**config.mk**
```make
export PLATFORM = sky130hd
export DESIGN_NAME = ssd_multiplex_driver
export DESIGN_NICKNAME = d
export VERILOG_FILES = /design/src/rtl/ssd_multiplex_driver.sv
export SDC_FILE = /design/constraint.sdc
export NUM_CORES = 1
export LEC_CHECK = 0
export CORE_MARGIN = 1.5
export CORE_UTILIZATION = 51
export CTS_BUF_LIST = sky130_fd_sc_hd__clkbuf_4
export CTS_CLUSTER_SIZE = 8
export DETAILED_ROUTE_END_ITERATION = 8
export PLACE_DENSITY = 0.74
export SLEW_MARGIN = 20
export SYNTH_ARGS = -nofsm -noshare
export SYNTH_HDL_FRONTEND = slang
export SYNTH_SLANG_ARGS = --single-unit
```
**constraint.sdc**
```tcl
create_clock -name Clk -period 4.2 [get_ports Clk]
set_clock_uncertainty 0.1 [all_clocks]
set_input_delay 0.63 -clock Clk [delete_from_list [all_inputs] [get_ports Clk]]
set_output_delay 0.63 -clock Clk [all_outputs]
set_load 0.05 [all_outputs]
```
**src/rtl/ssd_multiplex_driver.sv**
```systemverilog
// N-digit seven-segment scan multiplexer: double-buffered 5-bit glyph codes, per-digit blink and
// decimal point, 16-level PWM brightness and a frame tick. Anode/cathode outputs are registered.
module ssd_multiplex_driver #(
    parameter int unsigned N_DIGITS   = 8,
    parameter int unsigned SCAN_DIV   = 17,
    parameter int unsigned BLINK_DIV  = 26,
    parameter bit          ACTIVE_LOW = 1'b1
) (
    input  logic                          Clk,
    input  logic                          Reset,
    input  logic [5*N_DIGITS-1:0]         digits_in,
    input  logic                          load,
    input  logic [N_DIGITS-1:0]           blink_mask,
    input  logic [N_DIGITS-1:0]           dp_mask,
    input  logic [3:0]                    bright,
    input  logic                          enable,
    output logic [N_DIGITS-1:0]           An,
    output logic [7:0]                    Cathodes,
    output logic [$clog2(N_DIGITS)-1:0]   scan_idx,
    output logic                          frame_tick
);

    localparam int unsigned IDX_W   = $clog2(N_DIGITS);
    localparam int unsigned CODES_W = 5 * N_DIGITS;

    localparam logic [4:0]          CODE_BLANK = 5'b10000;
    localparam logic [CODES_W-1:0]  ALL_BLANK  = {N_DIGITS{CODE_BLANK}};
    localparam logic [IDX_W-1:0]    LAST_IDX   = IDX_W'(N_DIGITS - 1);
    // XOR masks that turn internal active-high drives into pin polarity; also the "off" levels.
    localparam logic [N_DIGITS-1:0] AN_OFF     = {N_DIGITS{ACTIVE_LOW}};
    localparam logic [7:0]          CATH_OFF   = {8{ACTIVE_LOW}};

    logic [SCAN_DIV-1:0]  prescaler;
    logic [BLINK_DIV-1:0] blink_cnt;
    logic [CODES_W-1:0]   shadow;
    logic [CODES_W-1:0]   active;

    logic slot_end;
    logic frame_end;

    assign slot_end  = &prescaler;
    assign frame_end = slot_end && (scan_idx == LAST_IDX);

    // Timebase: slot prescaler, scan index, blink counter and frame tick.
    always_ff @(posedge Clk or negedge Reset) begin
        if (!Reset) begin
            prescaler  <= '0;
            blink_cnt  <= '0;
            scan_idx   <= '0;
            frame_tick <= 1'b0;
        end else begin
            prescaler  <= prescaler + SCAN_DIV'(1);
            blink_cnt  <= blink_cnt + BLINK_DIV'(1);
            frame_tick <= frame_end;
            if (slot_end) begin
                scan_idx <= (scan_idx == LAST_IDX) ? '0 : scan_idx + IDX_W'(1);
            end
        end
    end

    // Shadow collects loads; active only changes on a frame boundary so a frame never tears.
    // A load on the boundary cycle itself goes straight to active.
    always_ff @(posedge Clk or negedge Reset) begin
        if (!Reset) begin
            shadow <= ALL_BLANK;
            active <= ALL_BLANK;
        end else begin
            if (load) begin
                shadow <= digits_in;
            end
            if (frame_end) begin
                active <= load ? digits_in : shadow;
            end
        end
    end

    logic [4:0]          cur_code;
    logic                cur_blink;
    logic                cur_dp;
    logic [N_DIGITS-1:0] cur_onehot;

    always_comb begin
        cur_code   = CODE_BLANK;
        cur_blink  = 1'b0;
        cur_dp     = 1'b0;
        cur_onehot = '0;
        for (int k = 0; k < N_DIGITS; k++) begin
            if (scan_idx == IDX_W'(k)) begin
                cur_code      = active[5*k +: 5];
                cur_blink     = blink_mask[k];
                cur_dp        = dp_mask[k];
                cur_onehot[k] = 1'b1;
            end
        end
    end

    // Segments in active-high {a,b,c,d,e,f,g} form.
    logic [6:0] seg_on;
    logic       glyph_blank;

    always_comb begin
        seg_on      = 7'b0000000;
        glyph_blank = 1'b0;
        case (cur_code)
            5'h00:   seg_on = 7'b1111110;
            5'h01:   seg_on = 7'b0110000;
            5'h02:   seg_on = 7'b1101101;
            5'h03:   seg_on = 7'b1111001;
            5'h04:   seg_on = 7'b0110011;
            5'h05:   seg_on = 7'b1011011;
            5'h06:   seg_on = 7'b1011111;
            5'h07:   seg_on = 7'b1110000;
            5'h08:   seg_on = 7'b1111111;
            5'h09:   seg_on = 7'b1111011;
            5'h0A:   seg_on = 7'b1110111;
            5'h0B:   seg_on = 7'b0011111;
            5'h0C:   seg_on = 7'b1001110;
            5'h0D:   seg_on = 7'b0111101;
            5'h0E:   seg_on = 7'b1001111;
            5'h0F:   seg_on = 7'b1000111;
            5'h11:   seg_on = 7'b0111011;  // Y
            5'h12:   seg_on = 7'b1111101;  // a
            5'h13:   seg_on = 7'b0001110;  // L
            default: glyph_blank = 1'b1;
        endcase
    end

    logic [3:0]          pwm_sub;
    logic                pwm_on;
    logic                blinked;
    logic                drive;
    logic [N_DIGITS-1:0] an_hi;
    logic [7:0]          cath_hi;
    logic [N_DIGITS-1:0] an_d;
    logic [7:0]          cath_d;

    assign pwm_sub = prescaler[SCAN_DIV-1 -: 4];
    assign pwm_on  = (pwm_sub <= bright);
    assign blinked = blink_cnt[BLINK_DIV-1] & cur_blink;
    assign drive   = enable & pwm_on & ~blinked;

    always_comb begin
        an_hi   = '0;
        cath_hi = 8'h00;
        if (drive) begin
            an_hi = cur_onehot;
            // A blank code keeps the decimal point dark as well.
            if (!glyph_blank) begin
                cath_hi = {seg_on, cur_dp};
            end
        end
        an_d   = an_hi ^ AN_OFF;
        cath_d = cath_hi ^ CATH_OFF;
    end

    always_ff @(posedge Clk or negedge Reset) begin
        if (!Reset) begin
            An       <= AN_OFF;
            Cathodes <= CATH_OFF;
        end else begin
            An       <= an_d;
            Cathodes <= cath_d;
        end
    end

endmodule
```
==> results of run 1 <==
==> cell families (layout without fill, tap and decap cells) <==
kind of cell               Yosys count  in the layout  share of synthesized area (%)
muxes                               75             75                           12.7
and+or+nand+nor                    137            137                           10.6
AOI/OAI and AO/OA                  100            100                           10.6
adders and majority gates           13             13                           2.46
xor gates and xnor gates            39             39                           5.16
DFF                                143            143                           54.7
buffers and inverters               45            141                           3.73
==> power groups by stage <==
stage	clock network, mW	logic [mW]	registers, mW
after CTS	0.920	0.199	1.44
after global placement	0	0.195	1.46
after global routing	0.980	0.214	1.44
after floorplan	0	0.0663	1.48
final	0.891	0.196	1.44
after detailed placement	0	0.199	1.47
==> state kept, by name, summed over array words and instances, names as in the netlist <==
register	flops
An	8
Cathodes	8
active	40
blink_cnt	26
frame_tick	1
prescaler	17
scan_idx	3
shadow	40
==> worst max-delay path, delay by kind of cell (launching register included) <==
family          cells  cell delay [ns]
simple gates        1             0.09
compound gates      6             1.56
buf+inv             1             0.14
flops               1             0.45
fa+ha+maj           1             0.80
==> worst paths after layout <==
| check | slack, ns | from | end | cells past startpoint |
|---|---|---|---|---|
| worst min register to register | 0.37 | blink_cnt[12] | blink_cnt[12] | 1 |
| max in group asynchronous | 3.04 | Reset | shadow[14] | 2 |
| worst min-delay path | 0.03 | Reset | shadow[10] | 1 |
| worst max register to register | 0.98 | scan_idx[0] | Cathodes[2] | 9 |
| min in group Clk | 0.37 | blink_cnt[12] | blink_cnt[12] | 1 |
| worst max-delay path | 0.98 | scan_idx[0] | Cathodes[2] | 9 |
==> cell usage after synthesis (3+ instances only) <==
library cell  count  area, um^2
buf_4             3        22.5
buf_6             3        33.8
a21oi_2           3        26.3
a221oi_1          3        26.3
mux2_2           73         822
nor2b_1           3        18.8
o2111ai_1         3        26.3
a31oi_1           3        18.8
nand4_1           9        56.3
clkbuf_1          7        26.3
a21o_2            3        26.3
nor2_1           16        60.1
o21ai_2           3        26.3
nand3b_1          3        22.5
o21ai_0          27         135
inv_1            21        78.8
and3_1            6        37.5
buf_2             3        15.0
nand3_1          25         125
xor2_1           12         105
buf_1             3        11.3
dfrtp_1         111        2780
ha_1             13         163
or3_1             3        18.8
a211o_1           3        26.3
and2_1            5        31.3
nor3_1            8        40.0
xnor2_1          27         236
a21oi_1          23         115
o211ai_1          3        22.5
nand2_1          44         165
nand2b_1          3        18.8
clkbuf_8          4        55.1
o22ai_1           3        18.8
dfstp_2          32         841
==> layer usage <==
metal,GRT usage [%],vias up,part of all wire (%)
met5,0,-,0
met4,9.00,0,2.0
met3,5.30,23,5.9
met2,34.0,117,47
met1,28.0,2190,45
li1,-,2121,-
==> layout make-up <==
| cell class | count | area share (%) |
|---|---|---|
| Timing Repair Buffer | 87 | 11.0 |
| Sequential cell | 143 | 46.3 |
| Inverter | 22 | 1.06 |
| Tap cell | 172 | 2.75 |
| Clock buffer | 19 | 1.83 |
| Clock inverter | 13 | 1.89 |
| Multi-Input combinational cell | 364 | 35.2 |
==> through the flow <==
| stage | total power, mW | util [%] | hold WS [ns] | worst slack, ns |
|---|---|---|---|---|
| after floorplan | 1.55 | - | 0.234 | 1.34 |
| after global placement | 1.66 | 59.6 | 0.347 | 1.14 |
| after detailed placement | 1.66 | 59.6 | 0.353 | 1.08 |
| after CTS | 2.56 | 61.9 | 0.0408 | 1.02 |
| after global routing | 2.64 | 61.9 | 0.0646 | 0.762 |
| final | 2.53 | 61.9 | 0.0296 | 0.978 |
==> layout by cell type (no fill, tap or decap), drive strengths merged, types with 3 or more instances in the layout <==
cell type and count:
dfrtp 111, clkdlybuf4s50 81, mux2 73, nand2 46, dfstp 32, o21ai 30, a21oi 28, xnor2 27
nand3 25, inv 21, clkbuf 19, nor2 16, ha 13, xor2 12, nand4 9, nor3 8
clkinv 8, and3 6, and2 6, buf 6, a221oi 5, a21o 5, nand3b 4, o22ai 4
a211o 4, o211ai 4, nor2b 3, nand2b 3, or3 3, o2111ai 3, a31oi 3, clkinvlp 3
bufinv 3
==> qor.csv, run 1 <==
stage,metric,value,unit
logic_synthesis,synth_nets,629,
timing,setup_violations,0,
power,switchingPower,0.579,mW
timing,rsz0062_at_grt,false,
critical_path,critPathMaxFanout,23,
power,p_int,1.95,mW
layout,drive_gt1_share,25.3,%
layout,instances_no_fill,820,
power,vdd.ir_drop.worst,0.200,mV
layout,multiInputGateArea,0.00275,mm^2
timing,fmax,310,MHz
timing,fin_crit_sh,76.7,%
logic_synthesis,syn_area,0.00662,mm^2
clock_network,cts_root_buf,clkbuf_4,
clock_network,hold_buffers,0,
critical_path,worstPathArrival,3.60,ns
timing,hold_viol,0,
layout,nFillCells,1066,
routing,vias,4451,
floorplan,rows,41,
critical_path,cpPeakStageDelay,0.80,ns
global_route,grt_pass1_vias,4496,
routing,dr.pass1.iters,4,
power,powerDensity,323,mW/mm^2
clock_network,clkSinkCount,143,
place,placed_cells,788,
layout,seq_area,0.00362,mm^2
power,static-leakage-power,3.40,nW
critical_path,cp-end-kind,register,
routing,wire_per_inst,16.2,um
critical_path,critical-path-slowest-cell,ha_1,
floorplan,die_y,117,um
logic_synthesis,async_reset_ff_share,100,%
global_route,overflow,0,
critical_path,cp.required,4.58,ns
critical_path,start_kind,register,
power,clkPwrFrac,35.3,%
critical_path,crit_chain,inv_1 > ha_1 > a21oi_1 > a221oi_1 > o22ai_1 > a21oi_2 > o21ai_2 > a2111o_1 > nand3_1,
power,sequentialPowerShare,57.0,%
logic_synthesis,yosysSeqAreaShare,54.7,%
power,power_frac_comb,7.8,%
clock_network,cts.htree.levels,4,
clock_network,clock_latency,0.55,ns
layout,num_antenna_cells,0,
place,numPortBuffers,83,
logic_synthesis,postSynthCellCount,552,
job,cap_violations,0,
global_route,grt_max_degree,95,
timing,worstMarginPinSlew,0.965,ns
floorplan,dieArea,0.0137,mm^2
place,post-dp-hpwl,9400,um
status,status,"complete, no violations",
routing,first_iter_violations,201,
layout,design_area,0.00782,mm^2
timing,relSlewSlack,35.7,%
floorplan,die_w,117,um
logic_synthesis,yosysUniqueCellTypes,63,
place,gp_congestion,0.872,
timing,drv_slew,0,
routing,drt-total-wl,13300,um
logic_synthesis,ys_ff_latch,143,
clock_network,clkTransAtPathRegs,0.12,ns
logic_synthesis,synth_edf_count,0,
layout,area_growth_syn_to_layout,18.1,%
global_route,grt.total_usage,21.3,%
clock_network,numCtsBuffers,17,
clock_network,cts_setup_buffers,0,
logic_synthesis,syn_area_per_cell,12.0,um^2
floorplan,start_util,52.4,%
clock_network,cts_tree,built,
routing,drtAntennaViolNets,0,
timing,timing.setup.tns,0,ns
critical_path,criticalPathCategory,register to register,
global_route,antenna_found_initial,0,
floorplan,core_region_area,0.0126,mm^2
logic_synthesis,synthFlopType,dfrtp_1,
clock_network,clock_path_buffers,2,
worst_hold_path,hp-class,input port to asynchronous set/reset pin,
routing,via_per_inst,5.43,
clock_network,postCtsResizedCells,0,
layout,final_nets,712,
place,dpl_cell_area,0.00752,mm^2
logic_synthesis,synth_warnings,0,
timing,post-route-min-period,3.22,ns
global_route,grt_pass1_wl,22000,um
routing,drc_errors,0,
power,sw_frac_of_total,22.9,%
floorplan,num_io_pins,84,
No activity file was read; power rests on OpenSTA's default activity.
==> inputs of run 2 (changes only) <==
- PLACE_DENSITY: 0.74 -> 0.77
- clock period: 4.2 -> 2.9 ns (I/O delays scaled with it)
==> run 2 against run 1 <==
  * Via count is 1.8% higher
  * Utilization grew 1.6 points
  * Clock power grew 69%
  * Non-clock buffer count rose by 11
==> qor.csv, run 2 (synthesis gave the netlist of run 1 again) <==
stage,metric,value,unit
status,status,"complete, no violations",
place,numPortBuffers,83,
power,p_int,3.01,mW
critical_path,r2r_start,scan_idx[1],
floorplan,core_region_area,0.0126,mm^2
routing,vias,4531,
critical_path,critPathMaxFanout,10,
timing,relSlewSlack,58.2,%
clock_network,clkSinkCount,143,
critical_path,cp_num_buf_inv,1,
critical_path,criticalPathCategory,register to register,
timing,finalWorstSetupSlack,0.105,ns
layout,final_nets,724,
timing,timing.hold.ws,0.337,ns
layout,nFillCells,1002,
clock_network,cts.htree.levels,4,
layout,design_area,0.00802,mm^2
floorplan,dieArea,0.0137,mm^2
timing,post-route-min-period,2.80,ns
power,clkPwrFrac,38.8,%
layout,reg_top3,"active x40, shadow x40, blink_cnt x26",
routing,drt-total-wl,14000,um
worst_hold_path,hp-class,input port to asynchronous set/reset pin,
critical_path,worstPathArrival,3.19,ns
clock_network,clkTransAtPathRegs,0.13,ns
global_route,grt_pass1_wl,22800,um
critical_path,path_common_cell,ha_1,
floorplan,die_w,117,um
critical_path,critical_path.startpoint,scan_idx[1],
place,post-dp-hpwl,9720,um
critical_path,start_kind,register,
floorplan,rows,41,
power,power_frac_comb,7.5,%
timing,setup_violations,0,
clock_network,clock_path_buffers,2,
place,pre_cts_ws,0.0653,ns
routing,drc_errors,0,
layout,num_antenna_cells,0,
timing,fin_crit_sh,96.4,%
layout,mostFrequentLayoutCell,dfrtp_1,
critical_path,cp-end-kind,register,
global_route,overflow,0,
job,cap_violations,0,
layout,area_growth_syn_to_layout,21.3,%
power,powerDensity,484,mW/mm^2
clock_network,numCtsBuffers,17,
power,switchingPower,0.868,mW
layout,multiInputGateArea,0.00278,mm^2
power,sw_frac_of_total,22.4,%
clock_network,cts_tree,built,
clock_network,cts_setup_buffers,0,
routing,wire_per_inst,16.8,um
routing,via_per_inst,5.45,
floorplan,start_util,52.4,%
routing,first_iter_violations,342,
timing,hold_viol,0,
floorplan,die_y,117,um
global_route,grt_pass1_vias,4689,
power,sequentialPowerShare,53.7,%
timing,worstMarginPinSlew,0.627,ns
global_route,grt.total_usage,22.0,%
place,dpl_cell_area,0.00762,mm^2
layout,drive_gt1_share,28.0,%
global_route,antenna_found_initial,0,
critical_path,crit_chain,ha_1 > ha_1 > clkinvlp_4 > o21ai_1 > o211a_2 > a21oi_2 > a2111o_1 > nand3_1,
critical_path,critical-path-slowest-cell,dfrtp_1,
routing,dr.pass1.iters,4,
power,vdd.ir_drop.worst,0.257,mV
place,gp_congestion,0.849,
critical_path,cp.required,3.29,ns
timing,drv_slew,0,
layout,seq_area,0.00362,mm^2
clock_network,clock_latency,0.56,ns
critical_path,cpPeakStageDelay,0.45,ns
global_route,grt_max_degree,68,
timing,fmax,358,MHz
critical_path,crit_family,compound AO/OA/AOI/OAI gates,
floorplan,num_io_pins,84,
power,static-leakage-power,3.49,nW
clock_network,cts_root_buf,clkbuf_4,
power,totalPowerFinal,3.88,mW
layout,layout_common_cells,"dfrtp_1, clkdlybuf4s50_1, mux2_2",
routing,drtAntennaViolNets,0,
run 2: cell types whose count changed in the layout (fill, tap and decap cells not counted), moves of 3 or more:
cell        before  now
o21ai_0         27   24
buf_4            4   12
clkinvlp_4       3    6
clkinv_1         4    0
o21ai_1          0    3
run 2: path summary, 6_finish.rpt:
check / slack [ns] / depth (start not counted) / end
setup / recovery: 0.10 / 8 / Cathodes[2]
hold / removal: 0.34 / 2 / shadow[13]
setup reg to reg: 0.10 / 8 / Cathodes[2]
hold reg to reg: 0.38 / 1 / blink_cnt[0]
max in group asynchronous: 1.51 / 3 / Cathodes[5]
min in group Clk: 0.38 / 2 / Cathodes[0]
run 2: area by class of cell:
type	instances	area share [%]
clock buffer	19	1.78
clock inverter	13	2.62
inverter	22	1.08
multi-input combinational	365	34.7
sequential	143	45.1
tap	172	2.68
timing repair buffer	98	12.1
run 2: metal layers:
metal | part of all wire [%] | track usage, % | vias up | wire length, um
met5 | 0 | 0 | - | 0
met2 | 49 | 36.7 | 122 | 6840
met1 | 44 | 28.1 | 2252 | 6130
met3 | 6.0 | 6.13 | 16 | 836
li1 | - | - | 2141 | -
met4 | 1.3 | 6.91 | 0 | 187
run 2: repair_timing:
item / CTS / global route
hold buffers: 1 / 0
endpoints found under the setup margin: 0 / 16
gates resized for setup: 0 / 11
hold endpoints to repair: 56 / 0
run 2: power by group through the flow:
stage / sequential (mW) / clock, mW / combinational [mW]
floorplan: 2.14 / 0 / 0.0960
global placement: 2.12 / 0 / 0.285
detailed placement: 2.12 / 0 / 0.291
CTS: 2.09 / 1.55 / 0.295
global route: 2.09 / 1.64 / 0.315
finish: 2.08 / 1.51 / 0.289
run 2: stage by stage:
step,setup TNS (ns),instances,utilization (%)
after global routing,-0.103,832,63.6
final,0,832,63.6
after CTS,0,831,63.3
after floorplan,0,552,-
after detailed placement,0,798,60.4
after global placement,0,798,60.4
==> inputs of run 3 (changes only) <==
- CORE_MARGIN: 1.5 -> unset
- CTS_BUF_LIST: sky130_fd_sc_hd__clkbuf_4 -> sky130_fd_sc_hd__clkbuf_8
==> run 3 against run 2 <==
  * Global-route usage increased by 0.27 points
  * Via count decreased by 0.42%
  * Total power increased by 3.5%
  * Largest power group unchanged
  * Worst setup slack improved by 0.011 ns
  * Cell count increased by 0.12%
==> qor.csv, run 3 (synthesis gave the netlist of run 1 again) <==
stage,metric,value,unit
routing,via_per_inst,5.42,
layout,drive_gt1_share,27.7,%
power,powerDensity,497,mW/mm^2
routing,drt-total-wl,13400,um
routing,vias,4512,
routing,first_iter_violations,202,
power,static-leakage-power,3.53,nW
job,cap_violations,0,
critical_path,cpPeakStageDelay,0.43,ns
timing,rsz0062_at_grt,false,
critical_path,start_kind,register,
clock_network,cts.htree.levels,4,
clock_network,cts_root_buf,clkbuf_8,
timing,drv_slew,0,
critical_path,crit_family,compound AO/OA/AOI/OAI gates,
power,totalPowerFinal,4.02,mW
timing,fin_crit_sh,96.0,%
floorplan,die_y,116,um
timing,timing.setup.tns,0,ns
layout,multiInputGateArea,0.00277,mm^2
floorplan,dieArea,0.0134,mm^2
status,status,"complete, no violations",
critical_path,critPathMaxFanout,10,
place,post-dp-hpwl,9730,um
floorplan,start_util,52.4,%
global_route,grt.total_usage,22.3,%
layout,layout_common_cells,"dfrtp_1, clkdlybuf4s50_1, mux2_2",
power,vdd.ir_drop.worst,0.302,mV
critical_path,critical-path-slowest-cell,dfrtp_1,
timing,hold_viol,0,
critical_path,reg2reg_depth,9,
routing,drtAntennaViolNets,0,
timing,timing.hold.ws,0.366,ns
place,numPortBuffers,83,
clock_network,cts_tree,built,
timing,post-route-min-period,2.78,ns
clock_network,numCtsBuffers,17,
layout,nFillCells,1013,
timing,relSlewSlack,61.4,%
layout,area_growth_syn_to_layout,22.2,%
timing,worstMarginPinSlew,0.577,ns
global_route,antenna_found_initial,0,
timing,setup_violations,0,
worst_hold_path,hold_path_depth,1,
critical_path,cp-end-kind,register,
floorplan,core_region_area,0.0126,mm^2
timing,fmax,359,MHz
layout,seq_area,0.00362,mm^2
clock_network,clkTransAtPathRegs,0.08,ns
layout,mostFrequentLayoutCell,dfrtp_1,
global_route,overflow,0,
critical_path,crit_chain,ha_1 > ha_1 > or2_1 > a221oi_2 > o22ai_2 > a21oi_4 > nor2_1 > a2111o_1 > nand3_1,
layout,num_antenna_cells,0,
critical_path,cp_num_buf_inv,0,
routing,dr.pass1.iters,7,
global_route,grt_max_degree,62,
routing,drc_errors,0,
global_route,grt_pass1_wl,22500,um
critical_path,cp.required,3.19,ns
critical_path,crit_cells,9,
clock_network,clkSinkCount,143,
critical_path,path_common_cell,ha_1,
floorplan,die_w,116,um
worst_hold_path,hp-class,register to register,
floorplan,num_io_pins,84,
layout,post-route-util,64.1,%
layout,reg_top3,"active x40, shadow x40, blink_cnt x26",
critical_path,criticalPathCategory,register to register,
routing,wire_per_inst,16.1,um
layout,final_nets,725,
critical_path,worstPathArrival,3.07,ns
clock_network,clock_path_buffers,2,
floorplan,rows,41,
place,gp_congestion,0.850,
clock_network,clock_latency,0.46,ns
global_route,grt_pass1_vias,4639,
==> run 3: changes by cell type in the layout (fill, tap and decap cells not counted), moves of 2 or more <==
cell | previous run | this run
bufinv_16 | 5 | 3
ha_1 | 11 | 9
inv_1 | 21 | 23
inv_6 | 2 | 0
clkbuf_8 | 0 | 20
buf_4 | 12 | 14
clkinvlp_4 | 6 | 4
clkbuf_4 | 19 | 0
o21ai_0 | 24 | 26
clkinv_2 | 1 | 3
o21ai_1 | 3 | 1
ha_2 | 2 | 4
==> run 3: path summary, 6_finish.rpt <==
check / from / slack [ns] / to
max in group asynchronous: Reset / 1.50 / shadow[19]
worst max-delay path: scan_idx[0] / 0.12 / Cathodes[2]
worst min-delay path: blink_cnt[0] / 0.37 / blink_cnt[0]
worst min register to register: blink_cnt[0] / 0.37 / blink_cnt[0]
min in group asynchronous: Reset / 0.43 / active[23]
worst max register to register: scan_idx[0] / 0.12 / Cathodes[2]
==> run 3: layer usage <==
layer | part of all wire [%] | vias to the layer above | track usage, %
met4 | 1.5 | 0 | 8.89
met2 | 49 | 137 | 37.1
met5 | 0 | - | 0
met3 | 6.0 | 22 | 5.96
li1 | - | 2136 | -
met1 | 44 | 2217 | 27.7
==> run 3: area by class of cell <==
class                      instances  share of cell area, %
clock buffer                      20                   3.40
clock inverter                    12                   1.76
inverter                          22                   1.02
multi-input combinational        364                   34.2
sequential                       143                   44.8
tap                              172                   2.66
timing repair buffer             100                   12.1
==> run 3: stage by stage <==
| step | cells | worst slack, ns | cell area, um^2 |
|---|---|---|---|
| after floorplan | 552 | 0.0416 | 6620 |
| after global placement | 800 | 0.286 | 7640 |
| after detailed placement | 800 | 0.0480 | 7640 |
| after CTS | 833 | 0.0249 | 8070 |
| after global routing | 833 | 0.00817 | 8090 |
| final | 833 | 0.116 | 8090 |
==> run 3: power by group <==
part / switching, mW / total (mW) / internal, mW / leakage [nW]
clock: 0.736 / 1.64 / 0.907 / 0.209
sequential: 0.0158 / 2.09 / 2.07 / 1.75
combinational: 0.135 / 0.288 / 0.153 / 1.57
==> run 3: timing repair <==
action | in CTS | in global routing
endpoints found under the setup margin | 0 | 15
hold buffers | 1 | 0
hold endpoints to repair | 39 | 0
setup buffers | 0 | 0
gates resized for setup | 0 | 8
